$ cat src/rtl/bcd_display_scanner.sv
// bcd_display_scanner: time-multiplexed 7-segment driver for a chain of BCD digits.
// The digits are captured into a snapshot on load, so a counter rolling over mid-scan
// can never show half-old, half-new digits. One digit is lit at a time, each for
// SCAN_DIV cycles. Leading zeros can be blanked, and digits above 9 raise digit_err.
module bcd_display_scanner #(
  parameter int unsigned NUM_DIGITS = 4,
  parameter int unsigned SCAN_DIV   = 4
) (
  input  logic                    clk,
  input  logic                    reset,
  input  logic [4*NUM_DIGITS-1:0] digits,
  input  logic                    load,
  input  logic                    blank_lz,
  output logic [6:0]              seg,
  output logic [NUM_DIGITS-1:0]   an,
  output logic                    digit_err
);

  // A counter must be at least one bit wide, even when it only ever holds 0.
  localparam int unsigned PRE_W = (SCAN_DIV > 1) ? $clog2(SCAN_DIV) : 1;
  localparam int unsigned IDX_W = (NUM_DIGITS > 1) ? $clog2(NUM_DIGITS) : 1;

  logic [4*NUM_DIGITS-1:0] snap;
  logic [PRE_W-1:0]        pre;
  logic [IDX_W-1:0]        idx;

  logic [3:0]              cur_digit;
  logic                    cur_blank;
  logic                    upper_zero;
  logic [NUM_DIGITS-1:0]   an_next;
  logic [6:0]              seg_next;
  logic                    err_next;

  // Segment pattern {g,f,e,d,c,b,a}; codes above 9 show a dash.
  function automatic logic [6:0] bcd_to_seg(input logic [3:0] d);
    logic [6:0] s;
    case (d)
      4'd0:    s = 7'h3F;
      4'd1:    s = 7'h06;
      4'd2:    s = 7'h5B;
      4'd3:    s = 7'h4F;
      4'd4:    s = 7'h66;
      4'd5:    s = 7'h6D;
      4'd6:    s = 7'h7D;
      4'd7:    s = 7'h07;
      4'd8:    s = 7'h7F;
      4'd9:    s = 7'h6F;
      default: s = 7'h40;
    endcase
    return s;
  endfunction

  // Select the active snapshot digit and decide whether it is a leading zero.
  // Walking from the top digit down, upper_zero stays set while every digit seen so far
  // (including the current one) is zero; an invalid code is nonzero and stops blanking.
  always_comb begin
    cur_digit  = 4'd0;
    cur_blank  = 1'b0;
    upper_zero = 1'b1;
    an_next    = '0;
    for (int i = NUM_DIGITS - 1; i >= 0; i--) begin
      upper_zero = upper_zero & (snap[4*i +: 4] == 4'd0);
      if (idx == IDX_W'(i)) begin
        cur_digit  = snap[4*i +: 4];
        cur_blank  = upper_zero && (i != 0);
        an_next[i] = 1'b1;
      end
    end
    seg_next = (blank_lz && cur_blank) ? 7'h00 : bcd_to_seg(cur_digit);
  end

  // Error flag is computed from the incoming digits so it lands together with the snapshot.
  always_comb begin
    err_next = 1'b0;
    for (int i = 0; i < NUM_DIGITS; i++) begin
      err_next = err_next | (digits[4*i +: 4] > 4'd9);
    end
  end

  // Prescaler and digit index; load never touches these.
  always_ff @(posedge clk or posedge reset) begin
    if (reset) begin
      pre <= '0;
      idx <= '0;
    end else if (pre == PRE_W'(SCAN_DIV - 1)) begin
      pre <= '0;
      idx <= (idx == IDX_W'(NUM_DIGITS - 1)) ? '0 : idx + IDX_W'(1);
    end else begin
      pre <= pre + PRE_W'(1);
    end
  end

  // Snapshot register with its error flag.
  always_ff @(posedge clk or posedge reset) begin
    if (reset) begin
      snap      <= '0;
      digit_err <= 1'b0;
    end else if (load) begin
      snap      <= digits;
      digit_err <= err_next;
    end
  end

  // Registered display outputs, built from the pre-edge index and snapshot.
  always_ff @(posedge clk or posedge reset) begin
    if (reset) begin
      seg <= 7'h00;
      an  <= '0;
    end else begin
      seg <= seg_next;
      an  <= an_next;
    end
  end

endmodule

$ cat config.mk
export PLATFORM = sky130hd
export DESIGN_NAME = bcd_display_scanner
export DESIGN_NICKNAME = d
export VERILOG_FILES = /design/src/rtl/bcd_display_scanner.sv
export SDC_FILE = /design/constraint.sdc
export NUM_CORES = 1
export LEC_CHECK = 0
export BUFFER_PORTS_ARGS = -buffer_cell sky130_fd_sc_hd__buf_2
export CAP_MARGIN = 30
export CORE_MARGIN = 2
export CORE_UTILIZATION = 57
export DETAILED_ROUTE_END_ITERATION = 10
export GPL_TIMING_DRIVEN = 0
export PLACE_DENSITY = 0.9
export SYNTH_ARGS = -nofsm -noshare
export SYNTH_HDL_FRONTEND = slang
export SYNTH_SLANG_ARGS = --single-unit
$ cat constraint.sdc
create_clock -name clk -period 4.4 [get_ports clk]
set_clock_uncertainty 0.05 [all_clocks]
set_input_delay 0.66 -clock clk [delete_from_list [all_inputs] [get_ports clk]]
set_output_delay 0.66 -clock clk [all_outputs]
set_load 0.02 [all_outputs]
==> impl_metrics.yaml, run 1 <==
logic_synthesis:
  ys.flop_type: "dfrtp_1"
  synthMuxAreaShare: 0.09315
  async_flop_share: 1.000
  synthAdderAreaFrac: 0.07962
  synth_compound_area_frac: 0.1314
  syn-cell-area_sq_um: 1572
  avgSynthCellArea_sq_um: 11.15
  yosys.area_share.simple: 0.1433
  synth-edff-count: 0
  synth.distinct_cells: 32
  synth_xor_area_frac: 0
  yosysWarningCount: 0
  synth-seq-cells: 32
  seq_area_frac_synth: 0.5096
  synthesis.instances: 141
  synthesis.nets: 171
  synth_top_family_by_area: "simple AND/OR/NAND/NOR gates"
sta:
  maxSlewHeadroom: 0.5530
  hold_viol: 0
  tightest_slew_ns: 0.6698
  layout_min_cycle_time_ns: 2.492
  rsz0062_at_grt: "false"
  holdWs_ns: 0.3385
  setup_viol: 0
  slew_violations: 0
  tns_ns: 0
  finalCritPeriodShare: 0.5664
  timing.fmax_mhz: 401.3
global_route:
  grt_pass1_wl_um: 5568
  grt_antenna_before_repair: 0
  grt_remaining_overflow: 0
  grt_pass1_vias: 1254
  grt_max_degree: 18
  track_usage: 0.2320
die:
  chipHeight_um: 56.51
  initial_utilization: 0.5850
  rows: 19
  die_x_um: 56.51
  core_region_area_sq_um: 2686
  die_area_sq_um: 3193
  boundaryPins: 32
clock_tree:
  cts_resized: 0
  cts_tree: "done"
  cts_root_buffer: "clkbuf_4"
  cts_setup_buffers: 0
  htreeDepth: 2
  cts_buffer_depth: 2
  cts_sinks: 32
  clk_pin_slew_ns: 0.10
  clk_latency_ns: 0.35
  cts_buffers: 5
  ctsHoldBuffers: 0
worst_setup_path:
  crit_path_end_kind: "flop"
  worstSetupStartpointType: "flop"
  path_class: "reg2reg"
  cp_max_fo: 10
  arrival_ns: 2.71
  crit_required_ns: 4.62
status:
  status: "completed"
placed_design:
  gp_congestion: 0.8749
  io_buffers: 31
  dpl.hpwl_um: 2476
route:
  drt_iter0_drc: 32
  vias: 1194
  totalWireLength_um: 3094
  drc: 0
  viasPerCell: 5.632
  wl_per_cell_um: 14.59
  firstDrtPassIters: 4
  ant_nets: 0
cells_and_area:
  regArea_sq_um: 800.8
  nNetsFinal: 210
  fillCellCount: 195
  multi_input_area_sq_um: 703.2
  final_cell_mix: "buf_2, dfrtp_1, nor2_1"
  area_growth_pct: 18.07
  final_common_cell: "buf_2"
  drive_above_1_share: 0.3370
  n_antenna_cell: 0
worst_hold_path:
  hold_class: "in2async"
pwr:
  power_density_nw_per_um2: 334.0
  ir_worst_vdd_mv: 0.2485
  p_leak_nw: 0.8747
flow_run:
  drv_cap: 0
## layer usage
layer / global-route usage / vias up / share of wire
met5: 0 / - / 0
met3: 0.06452 / 13 / 0.055
met1: 0.2435 / 565 / 0.37
met4: 0.1156 / 0 / 0.034
li1: - / 579 / -
met2: 0.4186 / 37 / 0.54
## kinds of logic (layout without fill, tap and decap cells)
logic type / Yosys count / after routing
buf+inv: 15 / 55
flops: 32 / 32
fa+ha+maj: 10 / 10
mux: 13 / 13
simple gates: 42 / 42
compound gates: 29 / 29
## report_power, final
part	switching, mW	internal (mW)	leakage [nW]
combinational	0.0613	0.0451	0.463
clock	0.102	0.0781	0.0315
sequential	0.0142	0.319	0.380
total	0.178	0.442	0.875
## cells in the mapped netlist, types with 2 or more instances
| master | n | share of area |
|---|---|---|
| buf_4 | 2 | 0.0096 |
| nand2_1 | 10 | 0.024 |
| ha_1 | 10 | 0.080 |
| o21ai_0 | 9 | 0.029 |
| nor2_1 | 15 | 0.036 |
| a211oi_1 | 3 | 0.014 |
| a21oi_1 | 5 | 0.016 |
| nand3b_1 | 3 | 0.014 |
| clkbuf_1 | 2 | 0.0048 |
| buf_2 | 3 | 0.0096 |
| inv_1 | 8 | 0.019 |
| mux2_2 | 13 | 0.093 |
| o211ai_1 | 2 | 0.0096 |
| nor3_1 | 4 | 0.013 |
| nor3b_1 | 4 | 0.019 |
| dfrtp_1 | 32 | 0.51 |
## path summary, 6_finish.rpt
check | startpoint | end | slack, ns | depth (start not counted)
worst max-delay path | idx[0] | seg[3] | 1.91 | 10
min in group clk | pre[0] | pre[0] | 0.41 | 1
worst max register to register | idx[0] | seg[3] | 1.91 | 10
worst min register to register | pre[0] | pre[0] | 0.41 | 1
worst min-delay path | reset | seg[4] | 0.34 | 2
max in group asynchronous | reset | snap[2] | 3.44 | 3
## registers in the layout, summed over array words and instances (netlist names)
| signal | flops |
|---|---|
| digit_err | 1 |
| pre | 2 |
| an | 4 |
| idx | 2 |
| snap | 16 |
| seg | 7 |
## metrics by stage
| stage | setup slack [ns] | utilization | power (mW) | cells | cell area, sq um |
|---|---|---|---|---|---|
| 2_1_floorplan | 2.231 | - | 0.4053 | 141 | 1572 |
| 3_3_place_gp | 2.070 | 0.6572 | 0.4347 | 203 | 1765 |
| 3_5_place_dp | 1.922 | 0.6674 | 0.4458 | 204 | 1793 |
| 4_1_cts | 1.889 | 0.6907 | 0.6248 | 212 | 1856 |
| 5_1_grt | 1.526 | 0.6907 | 0.6524 | 212 | 1856 |
| 6_report | 1.908 | 0.6907 | 0.6197 | 212 | 1856 |
## layout make-up
class	instances	share of cell area
Buffer	7	0.02023
Clock buffer	7	0.02967
Clock inverter	1	0.004046
Inverter	8	0.01618
Multi-Input combinational cell	94	0.3790
Sequential cell	32	0.4316
Tap cell	31	0.02090
Timing Repair Buffer	32	0.09845
## critical path, cell delays in order, from the launching register on
cell and delay [ns]:
dfrtp_1 0.41, inv_1 0.09, ha_1 0.21, buf_2 0.17, nand3b_1 0.16, a221oi_1 0.49
inv_1 0.19, ha_1 0.34, nor2_1 0.11, nor2_1 0.06, nor3_1 0.16
Power figures use the tool's default switching activity.
==> run 2, diff against run 1 <==
Settings changed: ABC_AREA from default to 1, CORE_UTILIZATION 57 to 54, PLACE_DENSITY 0.9 to 0.86.
Clock period 4.4 ns to 2.45 ns, I/O delays scaled along.
==> impl_metrics.yaml, run 2 <==
status:
  status: "finished with violations"
  violations: "design-rule violations"
global_route:
  track_usage: 0.1896
  grt_pass1_wl_um: 4788
  grt_antenna_before_repair: 0
  grt_pass1_vias: 1166
  grt_remaining_overflow: 0
  grt_max_degree: 26
logic_synthesis:
  synth.top_cells.by_area: "dfrtp_1, nand2_1, ha_1"
  synth-seq-cells: 32
  synth.most_common_cell: "nand2_1"
  seq_area_frac_synth: 0.4977
  synthesis.instances: 185
  yosys.area.top_type: "dfrtp_1"
  async_flop_share: 1.000
  synth_top_family_by_area: "simple AND/OR/NAND/NOR gates"
  synth_xor_area_frac: 0
  synth-edff-count: 0
  yosysTopAreaCellShare: 0.4977
  synthesis.nets: 215
  syn-cell-area_sq_um: 1609
  synth_commonest_cells: "nand2_1, dfrtp_1, inv_1, o21ai_0"
  yosys.area_share.simple: 0.2434
  synthAdderAreaFrac: 0.07776
  synth_compound_area_frac: 0.1019
  ys.flop_type: "dfrtp_1"
  synthMuxAreaShare: 0
  avgSynthCellArea_sq_um: 8.698
  synth.distinct_cells: 24
  yosysWarningCount: 0
worst_setup_path:
  r2r_cells: 12
  path_delay_family: "adder cells"
  crit_required_ns: 2.66
  crit_path_end_kind: "flop"
  cp_max_fo: 7
  crit_start: "idx[0]"
  crit_path_max_incr_delay_ns: 0.38
  arrival_ns: 2.33
  reg2reg_slack_ns: 0.33
  r2r-start: "idx[0]"
  r2r_end: "seg[3]"
  path_buf_inv: 3
  path_class: "reg2reg"
  worstSetupStartpointType: "flop"
  worstPathCellList: "inv_1, ha_1, inv_2, nand3_1, nand2_1, nand2_1, o21ai_1, inv_1, ha_1, nor2_2, nor2_1, nor2_2"
  cpMaxStageDelayCell: "dfrtp_1"
route:
  totalWireLength_um: 2810
  drt_iter0_drc: 37
  vias: 1275
  wl_per_cell_um: 10.93
  viasPerCell: 4.961
  ant_nets: 0
  firstDrtPassIters: 7
  drc: 4
placed_design:
  dpl.hpwl_um: 2235
  io_buffers: 31
  placed_area_sq_um: 1831
  post-place-ws_ns: 0.3424
  gp_congestion: 0.7658
clock_tree:
  cts_resized: 0
  cts_sinks: 32
  clk_pin_slew_ns: 0.10
  cts_buffers: 5
  cts_tree: "done"
  cts_root_buffer: "clkbuf_4"
  clk_latency_ns: 0.34
  htreeDepth: 2
  cts_buffer_depth: 2
cells_and_area:
  nNetsFinal: 255
  top_register: "snap"
  final_common_cell: "nand2_1"
  reg_top3: "snap: 16 flops, seg: 7 flops, an: 4 flops"
  area_growth_pct: 19.13
  stdcell_area_sq_um: 1917
  final_cell_mix: "nand2_1, dfrtp_1, buf_2"
  largest_reg_flops: 16
  n_antenna_cell: 0
  drive_above_1_share: 0.2611
die:
  boundaryPins: 32
  die_x_um: 58.59
  core_region_area_sq_um: 2805
  chipHeight_um: 58.59
  initial_utilization: 0.5736
  rows: 19
  die_area_sq_um: 3432
sta:
  holdWs_ns: 0.1908
  layout_min_cycle_time_ns: 2.117
  fin_ws_ns: 0.3329
  slew_violations: 0
  tns_ns: 0
  finalCritPeriodShare: 0.8641
  hold_viol: 0
  rsz0062_at_grt: "false"
  tightest_slew_ns: 0.3786
  timing.fmax_mhz: 472.3
  setup_viol: 0
  maxSlewHeadroom: 0.7476
worst_hold_path:
  hold_class: "in2reg"
  whs_endpoint: "snap[11]"
  hold_path_depth: 3
  min-delay-start: "digits[11]"
pwr:
  p_leak_nw: 1.008
  finalPower_mw: 1.162
  power_density_nw_per_um2: 606.4
  ir_worst_vdd_mv: 0.3200
flow_run:
  drv_cap: 0
[run 2: changes by cell type after synthesis, moves of 3 or more]
cell      change
nand2_1      +36
nor3_1        -4
mux2_2       -13
o21ai_0      +12
buf_2         -3
nand2_4       +5
nand3_1       +9
nor2_2        +6
nor2_1        -5
inv_1        +14
nor3b_1       -4
a211oi_1      -3
[run 2: where the power goes]
part           total, mW  switching, mW  internal, mW
logic              0.196          0.124        0.0720
registers          0.586         0.0158         0.570
clock network      0.381          0.168         0.214
total               1.16          0.307         0.856
[run 2: worst max path at each step]
| stage | slack [ns] | depth (start not counted) | endpoint |
|---|---|---|---|
| finish | 0.33 | 12 | seg[3] |
| global route | 0.07 | 13 | seg[5] |
| CTS | 0.31 | 9 | seg[3] |
| detailed placement | 0.34 | 10 | seg[5] |
| global placement | 0.36 | 10 | seg[5] |
| floorplan | 0.58 | 12 | seg[3] |
[run 2: layout make-up]
| cell class | count | area [sq um] |
|---|---|---|
| clock inverters | 2 | 35.03 |
| inverters | 26 | 105.1 |
| well taps | 31 | 38.79 |
| multi-input cells | 123 | 680.7 |
| flip-flops and latches | 32 | 800.8 |
| repair buffers | 33 | 192.7 |
| clock buffers | 6 | 41.29 |
| plain buffers | 4 | 22.52 |
| fillers | 247 | 888.4 |
[run 2: metrics by stage]
stage,cells,utilization
floorplan,185,-
detailed placement,248,0.6525
global placement,247,0.6427
CTS,257,0.6833
global route,257,0.6833
finish,257,0.6833
[run 2: layer usage]
layer,vias up,global-route usage,wire (um)
met5,-,0,0
met4,0,0.08442,72
met3,11,0.07692,182
met2,37,0.3066,1324
met1,565,0.2225,1230
li1,662,-,-
[run 2: logic make-up (layout without fill, tap and decap cells)]
group / count (synthesis) / after routing
AO/OA/AOI/OAI: 31 / 31
adder cells (fa/ha/maj): 10 / 10
flip-flops: 32 / 32
buffers and inverters: 30 / 71
AND/OR/NAND/NOR: 82 / 82
[run 2: worst reg2reg max path, stage by stage, from the launching register on]
cell     delay, ns
dfrtp_1       0.38
inv_1         0.09
ha_1          0.30
inv_2         0.13
nand3_1       0.08
nand2_1       0.08
nand2_1       0.05
o21ai_1       0.16
inv_1         0.13
ha_1          0.30
nor2_2        0.14
nor2_1        0.07
nor2_2        0.09
[run 2: what timing repair did]
action | CTS | global route
endpoints found under the setup margin | 0 | 0
hold endpoints to repair | 7 | 0
setup buffers | 0 | 0
hold buffers | 1 | 0
